**src/rtl/alu_accum_seq_if.sv**
```systemverilog
// Handshake/bus bundle for alu_accum_seq.
// Master drives i_Go/i_Data/i_Function; slave returns o_ALUout/o_Ovf/o_Busy/o_Done.
interface alu_accum_seq_if #(
    parameter int W = 4
);
    logic           i_Go;
    logic [W-1:0]   i_Data;
    logic [2:0]     i_Function;
    logic [2*W-1:0] o_ALUout;
    logic           o_Ovf;
    logic           o_Busy;
    logic           o_Done;

    modport master (
        output i_Go, i_Data, i_Function,
        input  o_ALUout, o_Ovf, o_Busy, o_Done
    );

    modport slave (
        input  i_Go, i_Data, i_Function,
        output o_ALUout, o_Ovf, o_Busy, o_Done
    );
endinterface

```
**src/rtl/alu_accum_seq.sv**
```systemverilog
// Sequential accumulator ALU: 2W-bit result register, W-bit operand, 3-bit op,
// Go/Busy/Done handshake and a W-cycle shift-add multiplier sharing the register.
// Ports: i_Clock, i_Reset_b (sync, active-high), bus (alu_accum_seq_if.slave):
//   i_Go, i_Data[W], i_Function[3] in; o_ALUout[2W], o_Ovf, o_Busy, o_Done out.
// Optional macro ALU_SAT_EN: ADD saturates to all-ones, SUB saturates to 0.
module alu_accum_seq #(
    parameter int W = 4
) (
    input  logic          i_Clock,
    input  logic          i_Reset_b,
    alu_accum_seq_if.slave bus
);
    localparam int RW = 2 * W;
    localparam int CW = (W > 1) ? $clog2(W) : 1;

    localparam logic [2:0] F_ADD = 3'b000;
    localparam logic [2:0] F_MUL = 3'b001;
    localparam logic [2:0] F_SHL = 3'b010;
    localparam logic [2:0] F_HLD = 3'b011;
    localparam logic [2:0] F_SUB = 3'b100;
    localparam logic [2:0] F_AND = 3'b101;
    localparam logic [2:0] F_OR  = 3'b110;
    localparam logic [2:0] F_XOR = 3'b111;

    typedef enum logic {S_IDLE, S_MUL} state_t;

    state_t         r_state;
    state_t         w_state_nxt;
    logic [RW-1:0]  r_alu;
    logic [RW-1:0]  r_mcand;
    logic [RW-1:0]  r_pp;
    logic [W-1:0]   r_mplr;
    logic [CW-1:0]  r_cnt;
    logic           r_ovf;
    logic           r_done;

    logic           w_issue;
    logic           w_single;
    logic           w_start;
    logic           w_finish;
    logic [RW-1:0]  w_d;
    logic [RW-1:0]  w_b;
    logic [RW:0]    w_sum;
    logic [RW:0]    w_dif;
    logic [RW-1:0]  w_res;
    logic           w_ovf;
    logic [RW-1:0]  w_pp_nxt;

    assign w_issue  = bus.i_Go && (r_state == S_IDLE);
    assign w_single = w_issue && (bus.i_Function != F_MUL);
    assign w_d      = {{W{1'b0}}, bus.i_Data};
    assign w_b      = {{W{1'b0}}, r_alu[W-1:0]};
    assign w_sum    = {1'b0, r_alu} + {1'b0, w_d};
    // Top bit of the widened difference is the borrow.
    assign w_dif    = {1'b0, r_alu} - {1'b0, w_d};
    assign w_pp_nxt = r_pp + (r_mplr[0] ? r_mcand : '0);

    always_comb begin
        w_state_nxt = r_state;
        w_start     = 1'b0;
        w_finish    = 1'b0;
        unique case (r_state)
            S_IDLE: begin
                if (w_issue && bus.i_Function == F_MUL) begin
                    w_start     = 1'b1;
                    w_state_nxt = S_MUL;
                end
            end
            S_MUL: begin
                if (r_cnt == '0) begin
                    w_finish    = 1'b1;
                    w_state_nxt = S_IDLE;
                end
            end
        endcase
    end

    always_comb begin
        w_res = r_alu;
        w_ovf = 1'b0;
        unique case (bus.i_Function)
            F_ADD: begin
                w_ovf = w_sum[RW];
`ifdef ALU_SAT_EN
                w_res = w_sum[RW] ? '1 : w_sum[RW-1:0];
`else
                w_res = w_sum[RW-1:0];
`endif
            end
            F_SUB: begin
                w_ovf = w_dif[RW];
`ifdef ALU_SAT_EN
                w_res = w_dif[RW] ? '0 : w_dif[RW-1:0];
`else
                w_res = w_dif[RW-1:0];
`endif
            end
            // Shift amounts >= RW naturally yield zero.
            F_SHL: w_res = w_b << bus.i_Data;
            F_HLD: w_res = r_alu;
            F_AND: w_res = r_alu & w_d;
            F_OR:  w_res = r_alu | w_d;
            F_XOR: w_res = r_alu ^ w_d;
            F_MUL: w_res = r_alu;
        endcase
    end

    always_ff @(posedge i_Clock) begin
        if (i_Reset_b) r_state <= S_IDLE;
        else           r_state <= w_state_nxt;
    end

    always_ff @(posedge i_Clock) begin
        if (i_Reset_b) begin
            r_alu   <= '0;
            r_ovf   <= 1'b0;
            r_done  <= 1'b0;
            r_mcand <= '0;
            r_mplr  <= '0;
            r_pp    <= '0;
            r_cnt   <= '0;
        end else begin
            r_done <= 1'b0;
            if (w_single) begin
                r_alu  <= w_res;
                r_ovf  <= w_ovf;
                r_done <= 1'b1;
            end
            if (w_start) begin
                r_mcand <= w_b;
                r_mplr  <= bus.i_Data;
                r_pp    <= '0;
                r_cnt   <= CW'(W - 1);
            end
            if (r_state == S_MUL) begin
                r_pp    <= w_pp_nxt;
                r_mcand <= r_mcand << 1;
                r_mplr  <= r_mplr >> 1;
                if (r_cnt != '0) r_cnt <= r_cnt - CW'(1);
            end
            // Last step: fold the final partial product straight into the result.
            if (w_finish) begin
                r_alu  <= w_pp_nxt;
                r_ovf  <= 1'b0;
                r_done <= 1'b1;
            end
        end
    end

    assign bus.o_ALUout = r_alu;
    assign bus.o_Ovf    = r_ovf;
    assign bus.o_Busy   = (r_state == S_MUL);
    assign bus.o_Done   = r_done;
endmodule

```
**src/flat_wrapper.sv**
```systemverilog
// flat-port wrapper written by rule: the top's interface ports become plain ports
module alu_accum_seq_flat 
#(
    parameter int W = 4
)
  (i_Clock, i_Reset_b, bus_i_Go, bus_i_Data, bus_i_Function, bus_o_ALUout, bus_o_Ovf, bus_o_Busy, bus_o_Done);
  alu_accum_seq_if #(.W(W)) bus_i ();
  input  logic i_Clock;
  input  logic i_Reset_b;
  input wire logic [$bits(bus_i.i_Go)-1:0] bus_i_Go;
  input wire logic [$bits(bus_i.i_Data)-1:0] bus_i_Data;
  input wire logic [$bits(bus_i.i_Function)-1:0] bus_i_Function;
  output wire logic [$bits(bus_i.o_ALUout)-1:0] bus_o_ALUout;
  output wire logic [$bits(bus_i.o_Ovf)-1:0] bus_o_Ovf;
  output wire logic [$bits(bus_i.o_Busy)-1:0] bus_o_Busy;
  output wire logic [$bits(bus_i.o_Done)-1:0] bus_o_Done;
  assign bus_i.i_Go = bus_i_Go;
  assign bus_i.i_Data = bus_i_Data;
  assign bus_i.i_Function = bus_i_Function;
  assign bus_o_ALUout = bus_i.o_ALUout;
  assign bus_o_Ovf = bus_i.o_Ovf;
  assign bus_o_Busy = bus_i.o_Busy;
  assign bus_o_Done = bus_i.o_Done;
  alu_accum_seq #(.W(W)) u_core (.i_Clock(i_Clock), .i_Reset_b(i_Reset_b), .bus(bus_i));
endmodule
```
**config.mk**
```make
export PLATFORM = sky130hd
export DESIGN_NAME = alu_accum_seq_flat
export DESIGN_NICKNAME = d
export VERILOG_FILES = /design/src/rtl/alu_accum_seq_if.sv /design/src/rtl/alu_accum_seq.sv /design/src/flat_wrapper.sv
export SDC_FILE = /design/constraint.sdc
export NUM_CORES = 1
export LEC_CHECK = 0
export CAP_MARGIN = 5
export CELL_PAD_IN_SITES_DETAIL_PLACEMENT = 2
export CELL_PAD_IN_SITES_GLOBAL_PLACEMENT = 2
export CORE_MARGIN = 2
export CORE_UTILIZATION = 30
export CTS_BUF_LIST = sky130_fd_sc_hd__clkbuf_8
export CTS_CLUSTER_DIAMETER = 100
export DETAILED_ROUTE_END_ITERATION = 12
export GPL_ROUTABILITY_DRIVEN = 0
export PLACE_DENSITY = 0.68
export SYNTH_ARGS = -nofsm -noshare
export SYNTH_HDL_FRONTEND = slang
export SYNTH_SLANG_ARGS = --single-unit
export TNS_END_PERCENT = 10
```
**constraint.sdc**
```tcl
create_clock -name i_Clock -period 3 [get_ports i_Clock]
set_input_delay 0.3 -clock i_Clock [delete_from_list [all_inputs] [get_ports i_Clock]]
set_output_delay 0.3 -clock i_Clock [all_outputs]
set_load 0.01 [all_outputs]
```
### Yosys cells after proc, flatten, opt, wreduce, memory -nomap -nowiden

Cells that the tools add are included.

* register bits: 33
* latch bits: 0
* bits in writable memories: 0
* memory bits (read-only): 0
* bits of input ports: 10
* output and inout bits: 11
* word-level logic and storage cells: 62
* memories: 0

* add/subtract/negate cells: 4
* multipliers: 0
* div/mod/pow operators: 0
* magnitude comparators: 0
* eq/ne operators: 9
* shift-type cells: 1
* multiplexer cells: 22
* bitwise gates (word level): 4
* reductions and logical operators: 12

Operator list (count)
* two-way mux 8 bit: 7
* one-hot mux 8 bit (6 select lines): 1
* equality test 3 bit (second input constant): 4
* adder 8 x 4 -> 9 bit: 1
* subtractor 8 x 4 -> 9 bit: 1
* adder 8 bit: 1
* AND 8 x 4 -> 8 bit: 1
* bitwise OR 8 x 4 -> 8 bit: 1
* left shift 4 x 4 -> 8 bit: 1
* bitwise XOR 8 x 4 -> 8 bit: 1
* two-way mux 1 bit: 7
* equality test 3 x 2 -> 1 bit (second input constant): 2
* two-way mux 2 bit: 3
* two-way mux 3 bit: 2
* nonzero test 2 bit: 3
* OR reduction 2 bit: 3
* one-hot mux 1 bit (2 select lines): 2
* equality test 3 x 1 -> 1 bit (second input constant): 1
* logical AND 1 bit: 3
* zero test 3 bit: 1
* != test 3 x 1 -> 1 bit (second input constant): 1
* zero test 2 bit: 1
* != test 2 x 1 -> 1 bit (second input constant): 1
* AND reduction 2 bit: 1
* 2 further kinds: 2

### Logic depth before layout (Yosys ltp)

* depth in word-level cells: 8
* mapped depth: 9

### Worst setup path before layout

OpenSTA, ideal clock, no wires.

* path type: register to register
* start point: register u_core.r_alu[0], in the netlist u_core.bus.o_ALUout[0]
* end point: register u_core.r_alu[6], in the netlist u_core.bus.o_ALUout[6]
* library setup time: 145 ps
* arrival: 2032 ps
* required time: 2855 ps
* slack: 824 ps
* cell stages (with the launch flop): 10
* buffers on the path: 0
* period minus slack after synthesis: 2176 ps
* cell sequence: dfxtp_1 -> inv_1 -> ha_1 -> fa_1 -> o21ba_2 -> o21ai_0 -> xor2_1 -> o21ai_0 -> o211ai_1 -> o311ai_0

* longest elaborated chain between the ends: 4
* elaborated cells on any way between the ends: 6
* classes of those cells: 2 x add/sub; 1 x shift; 3 x mux

RTL lines
* from (decl): RTL line alu_accum_seq.sv:29 `logic [RW-1:0] r_alu;`
* from (signal assigned): RTL line alu_accum_seq.sv:125 `r_alu <= w_res;`
* from (signal assigned): RTL line alu_accum_seq.sv:143 `r_alu <= w_pp_nxt;`
* subtractor 8 x 4 -> 9 bit, or another cell as far along: RTL line alu_accum_seq.sv:55 `assign w_dif = {1'b0, r_alu} - {1'b0, w_d};`
* one-hot mux 8 bit (6 select lines) (*): RTL line alu_accum_seq.sv:81 `unique case (bus.i_Function)`
* two-way mux 8 bit (*): RTL line alu_accum_seq.sv:124 `if (w_single) begin`
* two-way mux 8 bit (*): RTL line alu_accum_seq.sv:142 `if (w_finish) begin`

Mark *: on every way between the ends. The rest lies on a longest branch, timed or not. The select of a mux whose other input is x is not followed.
A chain may end at the register's enable or synchronous reset.

### Worst setup path after layout

Same ends and word-level chain as after synthesis.

==> metrics.cfg <==
[outcome]
status = finished, final reports clean

[setup_path]
reg2regPathDepth = 9
timing.rr.end = u_core.bus.o_ALUout[6]$_SDFFE_PP0P_
max_stage_delay_ps = 490
r2r_start = u_core.bus.o_ALUout[0]$_SDFFE_PP0P_
critical_path_peak_fanout = 7
worst-path-buf-inv = 1
r2r_slack_ps = 580
cp_cell_sequence = inv_1, ha_1, fa_1, o21ba_2, o21ai_0, xor2_1, o21ai_0, o211ai_1, o311ai_0
crit_family = compound AO/OA/AOI/OAI gates
slowest_stage = dfxtp_1
endpoint_kind = flop
worstSetupPathType = flop to flop
cp-start-kind = flop
critPathRequiredTime_ps = 3150
cpMostUsedCell = o21ai_0
crit_arrival_ps = 2570

[detailed_routing]
dr_wl_met3_um = 180
dr.pass1.iters = 4
vias = 2544
highest_layer = met4
wl_met1_um = 4140
first_iter_violations = 110
wirelength_um = 8850
viasPerCell = 5.45
drc = 0
wire_per_inst_um = 19.0
wl_met2_um = 4400
drtAntennaViolNets = 0

[synthesis]
syn-cell-area_sq_mm = 0.00261
synth_edf_count = 0
yosysWarnings = 0
synth_compound_area_share_pct = 28.5
synth_area_per_cell_sq_um = 7.73
synth_xor_area_share_pct = 5.03
yosys.area.top_type = dfxtp_1
ys.flop_type = dfxtp_1
synth_top_family_by_area = compound AO/OA/AOI/OAI gates
ys_seq_area_share_pct = 25.3
ys_ff_latch = 33
synthDistinctLibCells = 56
async_reset_ff_share_pct = 0
synth_nets = 371
synth_top_area_share_pct = 25.3
yosys.area_share.simple_pct = 20.3
synthAdderAreaFrac_pct = 11.9
synthMuxAreaShare_pct = 2.73
synth_top_cells_by_area = dfxtp_1 25%, ha_1 9.6%, a21oi_1 7.7%
postSynthCellCount = 338

[cts]
holdBufCountCts = 0
cts_root_buffer = clkbuf_8
htree_num_levels = 2
clk_path_buf_depth = 2
postCtsResizedCells = 0
clock_latency_ps = 280
clk_pin_slew_worst_paths_ps = 70
cts_sinks = 33
cts_tree = built
cts_setup_buffers = 0
numCtsBuffers = 5

[placed_design]
hpwlAfterDp_um = 7040
numPortBuffers = 20
place_area_sq_mm = 0.00295

[grt]
grt_usage_pct = 19.6
grt_pass1_wl_um = 15000
grt_max_degree = 32
gr-total-overflow = 0
antenna_found_initial = 0
grt_pass1_vias = 2780

[die]
rows = 34
coreArea_sq_mm = 0.00859
initial_utilization_pct = 30.4
fp.dieH_um = 97.3
dieArea_sq_mm = 0.00948
num_io_pins = 21
die_w_um = 97.3

[pwr]
p_leak_uw = 0.00125
powerDensity_mw_per_mm2 = 357
vdd_drop_max_v = 0.000174

[final_layout]
finalInstanceArea_sq_mm = 0.00304
final_cell_mix = 40 x a21oi_1, 33 x dfxtp_1, 32 x nand2_1, 25 x nor2_1, 21 x o21ai_0
register_area_sq_um = 661
area_growth_pct = 16.2
nets = 391
drive_above_1_share_pct = 8.08
fillers = 1023
final_common_cell = a21oi_1
antenna_cells = 0
multi_input_area_sq_mm = 0.00179

[timing]
max_freq_ghz = 0.413
max_slew_margin_pct = 62.0
period_share_pct = 80.8
worst_slew_pin_slew_ps = 570
fin_skew_ps = 8.62
fin_setup_tns_ps = 0
period_minus_slack_ps = 2420
maxSlewViolCount = 0
rsz0062_at_grt = no
finalSetupViolations = 0
hold_viol = 0

[hold_path]
whs_endpoint = u_core.r_mcand[7]$_SDFFE_PP0P_
hold_class = flop to flop
hold-path-cell-count = 2
worstHoldStart = u_core.r_mcand[6]$_SDFFE_PP0P_

[job]
cap_viol_max_count = 0

[stage by stage]
step                setup WS [ps]  hold WS, ps  util [%]  power [uW]  cells
CTS                           516          476      35.3        1110    467
finish                        577          474      35.3        1080    467
global placement              365          456      34.4         769    459
floorplan                     824          436         -         659    338
detailed placement            292          465      34.4         775    459
global route                  318          496      35.3        1160    467
[power breakdown]
part / leakage [uW] / switching (uW) / total (uW) / internal, uW
Combinational: 0.000935 / 166 / 288 / 122
Sequential: 0.000268 / 23.9 / 475 / 451
Clock: 0.0000491 / 163 / 321 / 157
[final cells by class]
type                            count  share of cell area (%)
Clock buffer                        5                    2.27
Clock inverter                      3                   0.453
Inverter                           17                    2.10
Multi-Input combinational cell    267                    58.9
Sequential cell                    33                    21.8
Tap cell                          108                    4.45
Timing Repair Buffer               34                    10.1
[cells in the mapped netlist (4+ instances only)]
master	count
o211ai_1	5
xor2_1	4
mux2i_1	6
xnor2_1	11
inv_1	17
and2_1	8
clkbuf_1	11
o21ai_0	21
dfxtp_1	33
nand3_1	4
nand2_1	32
ha_1	20
and3_1	9
o22ai_1	4
or3_1	4
a21o_1	5
a21oi_1	40
nor3_1	9
nor2_1	25
buf_2	4
o21a_1	4
a22oi_1	7
[metal layers]
metal,global-route usage [%],up-vias
li1,-,1248
met1,25.8,1259
met2,34.1,29
met3,2.37,8
met4,5.24,0
met5,0,-
[logic make-up after synthesis]
group | after synthesis
buf+inv | 38
flops | 33
simple gates | 106
mux | 7
compound gates | 116
xor+xnor | 15
fa+ha+maj | 23
[worst register-to-register path, cell delays in order (launching register included)]
cell and delay [ps]:
dfxtp_1 490, inv_1 160, ha_1 250, fa_1 410, o21ba_2 230, o21ai_0 200
xor2_1 150, o21ai_0 90, o211ai_1 170, o311ai_0 140
[sequential cells by signal, indices dropped and copies added (netlist names)]
register             flops
u_core.bus.o_Done        1
u_core.bus.o_Ovf         1
u_core.r_cnt             2
u_core.bus.o_Busy        1
u_core.r_mplr            4
u_core.bus.o_ALUout      8
u_core.r_mcand           8
u_core.r_pp              8
[worst max-delay path by stage]
stage                                         from                                  end  slack, ps  depth (start not counted)
2_1_floorplan  u_core.bus.o_ALUout[0]$_SDFFE_PP0P_  u_core.bus.o_ALUout[6]$_SDFFE_PP0P_        820                          9
3_3_place_gp                         bus_i_Data[0]  u_core.bus.o_ALUout[6]$_SDFFE_PP0P_        370                          9
3_5_place_dp                         bus_i_Data[0]        u_core.bus.o_Ovf$_SDFFE_PP0P_        290                         10
4_1_cts              u_core.r_mplr[0]$_SDFFE_PP0P_          u_core.r_pp[6]$_SDFFE_PP0P_        520                          9
5_1_grt        u_core.bus.o_ALUout[0]$_SDFFE_PP0P_  u_core.bus.o_ALUout[6]$_SDFFE_PP0P_        320                          9
6_report       u_core.bus.o_ALUout[0]$_SDFFE_PP0P_  u_core.bus.o_ALUout[6]$_SDFFE_PP0P_        580                          9
(Power assumes the default switching activity.)
